--- src/rtl/ptosda_n.sv ---
// Parallel-to-serial start/data/stop framer driving an scl/sda pair.
// Build option: define PTOSDA_PARITY_EN to append an even-parity bit after the data bits.
module ptosda_n #(
  parameter int DW = 8
) (
  input  logic          sclk,
  input  logic          rst,
  input  logic [DW-1:0] data_in,
  input  logic          valid,
  output logic          ready,
  output logic          scl,
  output logic          sda,
  output logic          busy,
  output logic          done
);

  localparam int IW = (DW > 1) ? $clog2(DW) : 1;

  localparam logic [2:0] IDLE  = 3'd0;
  localparam logic [2:0] START = 3'd1;
  localparam logic [2:0] BIT   = 3'd2;
`ifdef PTOSDA_PARITY_EN
  localparam logic [2:0] PAR   = 3'd3;
`endif
  localparam logic [2:0] STOP  = 3'd4;

  logic [2:0]    state_reg, state_next;
  logic          phase_reg, phase_next;
  logic [1:0]    stop_cnt_reg, stop_cnt_next;
  logic [IW-1:0] bit_idx_reg, bit_idx_next;
  logic [DW-1:0] shift_reg, shift_next;

  logic scl_reg, scl_next;
  logic sda_reg, sda_next;
  logic ready_reg, ready_next;
  logic busy_reg, busy_next;
  logic done_reg, done_next;

`ifdef PTOSDA_PARITY_EN
  logic          parity_reg, parity_next;
  logic [DW:0]   par_chain;

  assign par_chain[0] = 1'b0;
  generate
    for (genvar gi = 0; gi < DW; gi++) begin : g_par
      assign par_chain[gi+1] = par_chain[gi] ^ data_in[gi];
    end
  endgenerate
`endif

  // Outputs are computed from the next state and registered alongside it.
  always_ff @(posedge sclk or negedge rst) begin
    if (!rst) begin
      state_reg    <= IDLE;
      phase_reg    <= 1'b0;
      stop_cnt_reg <= 2'd0;
      bit_idx_reg  <= '0;
      shift_reg    <= '0;
      scl_reg      <= 1'b1;
      sda_reg      <= 1'b1;
      ready_reg    <= 1'b1;
      busy_reg     <= 1'b0;
      done_reg     <= 1'b0;
`ifdef PTOSDA_PARITY_EN
      parity_reg   <= 1'b0;
`endif
    end else begin
      state_reg    <= state_next;
      phase_reg    <= phase_next;
      stop_cnt_reg <= stop_cnt_next;
      bit_idx_reg  <= bit_idx_next;
      shift_reg    <= shift_next;
      scl_reg      <= scl_next;
      sda_reg      <= sda_next;
      ready_reg    <= ready_next;
      busy_reg     <= busy_next;
      done_reg     <= done_next;
`ifdef PTOSDA_PARITY_EN
      parity_reg   <= parity_next;
`endif
    end
  end

  always_comb begin
    state_next    = state_reg;
    phase_next    = phase_reg;
    stop_cnt_next = stop_cnt_reg;
    bit_idx_next  = bit_idx_reg;
    shift_next    = shift_reg;
`ifdef PTOSDA_PARITY_EN
    parity_next   = parity_reg;
`endif
    case (state_reg)
      IDLE: begin
        if (valid && ready_reg) begin
          state_next = START;
          shift_next = data_in;
`ifdef PTOSDA_PARITY_EN
          parity_next = par_chain[DW];
`endif
        end
      end
      START: begin
        state_next   = BIT;
        phase_next   = 1'b0;
        bit_idx_next = IW'(DW - 1);
      end
      BIT: begin
        if (!phase_reg) begin
          phase_next = 1'b1;
        end else if (bit_idx_reg == '0) begin
          phase_next = 1'b0;
`ifdef PTOSDA_PARITY_EN
          state_next = PAR;
`else
          state_next    = STOP;
          stop_cnt_next = 2'd0;
`endif
        end else begin
          // MSB always sits at the top of the shift register.
          phase_next   = 1'b0;
          bit_idx_next = bit_idx_reg - 1'b1;
          shift_next   = {shift_reg[DW-2:0], 1'b0};
        end
      end
`ifdef PTOSDA_PARITY_EN
      PAR: begin
        if (!phase_reg) begin
          phase_next = 1'b1;
        end else begin
          phase_next    = 1'b0;
          state_next    = STOP;
          stop_cnt_next = 2'd0;
        end
      end
`endif
      STOP: begin
        if (stop_cnt_reg == 2'd2) begin
          state_next    = IDLE;
          stop_cnt_next = 2'd0;
        end else begin
          stop_cnt_next = stop_cnt_reg + 2'd1;
        end
      end
      default: begin
        state_next    = IDLE;
        phase_next    = 1'b0;
        stop_cnt_next = 2'd0;
      end
    endcase
  end

  always_comb begin
    scl_next   = 1'b1;
    sda_next   = 1'b1;
    ready_next = 1'b1;
    busy_next  = 1'b0;
    done_next  = 1'b0;
    case (state_next)
      IDLE: begin
        done_next = (state_reg == STOP);
      end
      START: begin
        sda_next   = 1'b0;
        ready_next = 1'b0;
        busy_next  = 1'b1;
      end
      BIT: begin
        scl_next   = phase_next;
        sda_next   = shift_next[DW-1];
        ready_next = 1'b0;
        busy_next  = 1'b1;
      end
`ifdef PTOSDA_PARITY_EN
      PAR: begin
        scl_next   = phase_next;
        sda_next   = parity_next;
        ready_next = 1'b0;
        busy_next  = 1'b1;
      end
`endif
      STOP: begin
        ready_next = 1'b0;
        busy_next  = 1'b1;
        case (stop_cnt_next)
          2'd0: begin
            scl_next = 1'b0;
            sda_next = 1'b0;
          end
          2'd1: begin
            scl_next = 1'b1;
            sda_next = 1'b0;
          end
          default: begin
            scl_next = 1'b1;
            sda_next = 1'b1;
          end
        endcase
      end
      default: begin
        scl_next = 1'b1;
      end
    endcase
  end

  assign scl   = scl_reg;
  assign sda   = sda_reg;
  assign ready = ready_reg;
  assign busy  = busy_reg;
  assign done  = done_reg;

endmodule

--- config.mk ---
export PLATFORM = sky130hd
export DESIGN_NAME = ptosda_n
export DESIGN_NICKNAME = d
export VERILOG_FILES = /design/src/rtl/ptosda_n.sv
export SDC_FILE = /design/constraint.sdc
export NUM_CORES = 1
export LEC_CHECK = 0
export CAP_MARGIN = 20
export CORE_ASPECT_RATIO = 0.8
export CORE_MARGIN = 2
export CORE_UTILIZATION = 52
export CTS_CLUSTER_DIAMETER = 50
export DETAILED_ROUTE_END_ITERATION = 8
export GPL_TIMING_DRIVEN = 0
export PLACE_DENSITY_LB_ADDON = 0.1
export SKIP_LAST_GASP = 1
export SYNTH_ARGS = -nofsm -noshare
export SYNTH_HDL_FRONTEND = slang
export SYNTH_SLANG_ARGS = --single-unit
--- constraint.sdc ---
create_clock -name sclk -period 2.15 [get_ports sclk]
set_clock_uncertainty 0.05 [all_clocks]
set_input_delay 0.645 -clock sclk [delete_from_list [all_inputs] [get_ports sclk]]
set_output_delay 0.645 -clock sclk [all_outputs]
set_load 0.05 [all_outputs]
==> PnR_summary.wiki <==
{| class="wikitable"
! Metric !! Value
|-
| Post-Synthesis Mean Instance Area || 11.2 um^2
|-
| Vias per cell || 5.89
|-
| DR vias || 807
|-
| Fraction of the yosys area taken by sequential cells || 52.7%
|-
| Number of failing hold endpoints at the final stage || 0
|-
| Overall die area || 2400 um^2
|-
| Residual DRC || 0
|-
| Std cell rows || 14
|-
| Most common library cell in the layout ignoring fill and taps || sky130_fd_sc_hd__dfrtp_1
|-
| Final critical-path required period || 2060 ps
|-
| Number of cells traversed by the worst register-to-register path || 6
|-
| Final wirelength || 2030 um
|-
| Post-detailed-route wirelength per cell || 14.8 um
|-
| Number of max-slew violations in the final report || 0
|-
| Mapped Cells || 94
|-
| Share of the core filled with cells || 66.9%
|-
| Dominant delay contributor by cell family on the critical path || flip-flops
|-
| Initial core utilization || 55.6%
|-
| Level count of the clock H-tree || 1
|-
| Largest net degree at the start of global routing || 23
|-
| Root cell of the clock tree || sky130_fd_sc_hd__clkbuf_4
|-
| Flops & latches, synth || 22
|-
| CP Capture Type || output port
|-
| Synthesized area || 1050 um^2
|-
| Overall Global Routing Usage || 19.6%
|-
| Vert. Die Dim || 44.2 um
|-
| Largest driver fanout on the critical path || 2
|-
| Commonest cells after routing, fill and taps aside || sky130_fd_sc_hd__dfrtp_1 (19), sky130_fd_sc_hd__a21oi_1 (10), sky130_fd_sc_hd__clkdlybuf4s50_1 (10), sky130_fd_sc_hd__a22o_1 (7), sky130_fd_sc_hd__a21o_1 (6)
|-
| Syn-to-layout area delta || 20.3%
|-
| Post-route clock period utilization || 95.6%
|-
| Crit Reg-Reg Startpoint || bit_idx_reg[0]
|-
| Setup TNS || 0 ps
|-
| CORE AREA || 1890 um^2
|-
| Category of the critical setup timing path || flop to output port
|-
| Run status || complete, no violations
|-
| Sink Count || 22
|-
| Final ANT Viol Nets || 0
|-
| Number of buffers inserted for hold repair after clock tree synthesis || 0
|-
| X dimension of the die || 54.3 um
|-
| Num CTS Buffers || 3
|-
| Share of final-layout standard cells stronger than drive strength 1 || 15.0%
|-
| Number of nets in the synthesized netlist || 107
|-
| Worst slew margin relative to its limit || 36.6%
|-
| Highest ir drop seen on vdd || 0.890 mV
|-
| Worst Hold Path EP || bit_idx_reg[0]
|-
| Drt initial violations || 22
|-
| Library cells used by synthesis || 32
|-
| Register-to-register setup slack || 330 ps
|-
| Hold path start || bit_idx_reg[0]
|-
| Global-route wire length before repair || 3340 um
|-
| Hold crit path type || flop to flop
|-
| Flip-flop count of the largest register after layout || 8
|-
| Critical-path top delay cell || sky130_fd_sc_hd__dfstp_2
|-
| Setup repair after global routing missed its margin || false
|-
| Crit-path cells || dlygate4sd2_1
|-
| Number of maximum-capacitance constraint violations || 0
|-
| Total power density per cell area || 1350 nW/um^2
|-
| Critical path required time || 1450 ps
|-
| Ant diodes || 0
|-
| Number of fillers in the final layout || 167
|-
| Critical Path Start Type || flop
|-
| Maximum frequency from static timing analysis || 486 MHz
|-
| Hold Path Cell Cnt || 1
|-
| # IOs || 16
|-
| Transition at the pin with the smallest max-transition slack || 949 ps
|-
| Worst stage delay on the critical path || 550 ps
|-
| End of the worst register-to-register path || shift_reg[7]
|-
| Clk_lat worst skew || 300 ps
|-
| Static power due to leakage || 0.614 nW
|-
| Data arrival time of the worst path || 1360 ps
|-
| Via count of the first global-routing pass || 772
|-
| Clock tree from TritonCTS || yes
|-
| Remaining global-route overflow || 0
|-
| Total of warnings raised by yosys || 0
|-
| DR pass1 iterations || 4
|-
| RePlAce Congestion || 0.727
|-
| Largest buffer count on any clock path || 2
|-
| Number of buffers and inverters on the critical path || 1
|-
| Final Setup Violations || 0
|-
| Clk slew on worst S/H paths || 120 ps
|-
| Post-detailed-placement half-perimeter wirelength || 1440 um
|-
| Number of nets in the layout || 127
|-
| Initial antenna violation count || 0
|-
| Number of buffers inserted by port buffering || 15
|}
## metal layers
metal	track usage, %	vias to the layer above	part of all wire (%)
li1	-	376	-
met1	24.0	403	44
met2	33.5	26	49
met3	7.09	2	6.8
met4	3.50	0	0.69
met5	0	-	0
## final cells by class
class                      count  area [um^2]  share of cell area [%]
multi-input combinational     63          449                    35.5
timing repair buffer          15          148                    11.7
clock buffer                   4         36.3                    2.87
inverter                       4         15.0                    1.19
buffer                         5         33.8                    2.67
tap                           24         30.0                    2.37
sequential                    22          554                    43.8
## report_power, final
group | switching [W] | total [W] | internal [W]
Sequential | 0.000123 | 0.000725 | 0.000602
Combinational | 0.000438 | 0.000764 | 0.000325
Clock | 0.000118 | 0.000221 | 0.000103
## cell families (layout without fill, tap and decap cells)
| kind of cell | count (synthesis) | in the layout | synth area share [%] |
|---|---|---|---|
| simple gates | 32 | 32 | 20.8 |
| fa+ha+maj | 3 | 3 | 3.33 |
| flops | 22 | 22 | 52.7 |
| buf+inv | 9 | 28 | 4.64 |
| compound gates | 28 | 28 | 18.5 |
## worst max path at each step
| stage | slack, ps | end | start | cells after the start |
|---|---|---|---|---|
| global placement | 80 | shift_reg[7] | valid | 5 |
| finish | 90 | ready | ready | 1 |
| detailed placement | 80 | shift_reg[7] | valid | 5 |
| CTS | 1 | done | done | 1 |
| global route | 20 | ready | ready | 1 |
| floorplan | 540 | shift_reg[7] | bit_idx_reg[0] | 6 |
## synth_stat cells (all sizes together)
master	n	area share, %
dfstp	3	7.5
nor3	4	3.0
nor2	6	2.6
nand4bb	1	1.1
nor4b	1	0.83
a21boi	1	0.71
nand2	4	1.4
inv	4	1.4
ha	2	2.4
a221o	1	0.95
and2b	1	0.71
a21o	6	4.3
o21bai	1	1.1
nand4b	3	2.5
dfrtp	19	45
a21oi	10	4.8
and2	2	1.2
nor4bb	1	0.95
nand3b	2	1.4
maj3	1	0.95
buf	5	3.2
nand2b	3	1.8
o21ai	2	0.95
or3b	1	0.83
and4b	1	1.3
nor2b	1	0.59
nor4	1	0.59
a22o	7	5.8
## repair_timing
| action | 4_1_cts | 5_1_grt |
|---|---|---|
| setup endpoints to repair | 4 | 1 |
| buffers inserted | 0 | 0 |
| resized for setup | 4 | 1 |
| cloned | 0 | 0 |
## stage by stage
step	hold WS, ps	setup slack, ps	cells	area, um^2	power, W
3_3_place_gp	402	84.7	133	1230	0.00149
6_report	433	94.3	137	1270	0.00171
4_1_cts	437	1.04	137	1260	0.00173
2_1_floorplan	299	539	94	1050	0.00131
5_1_grt	465	17.9	137	1270	0.00184
3_5_place_dp	413	83.3	133	1230	0.00152
(Power assumes the default switching activity.)
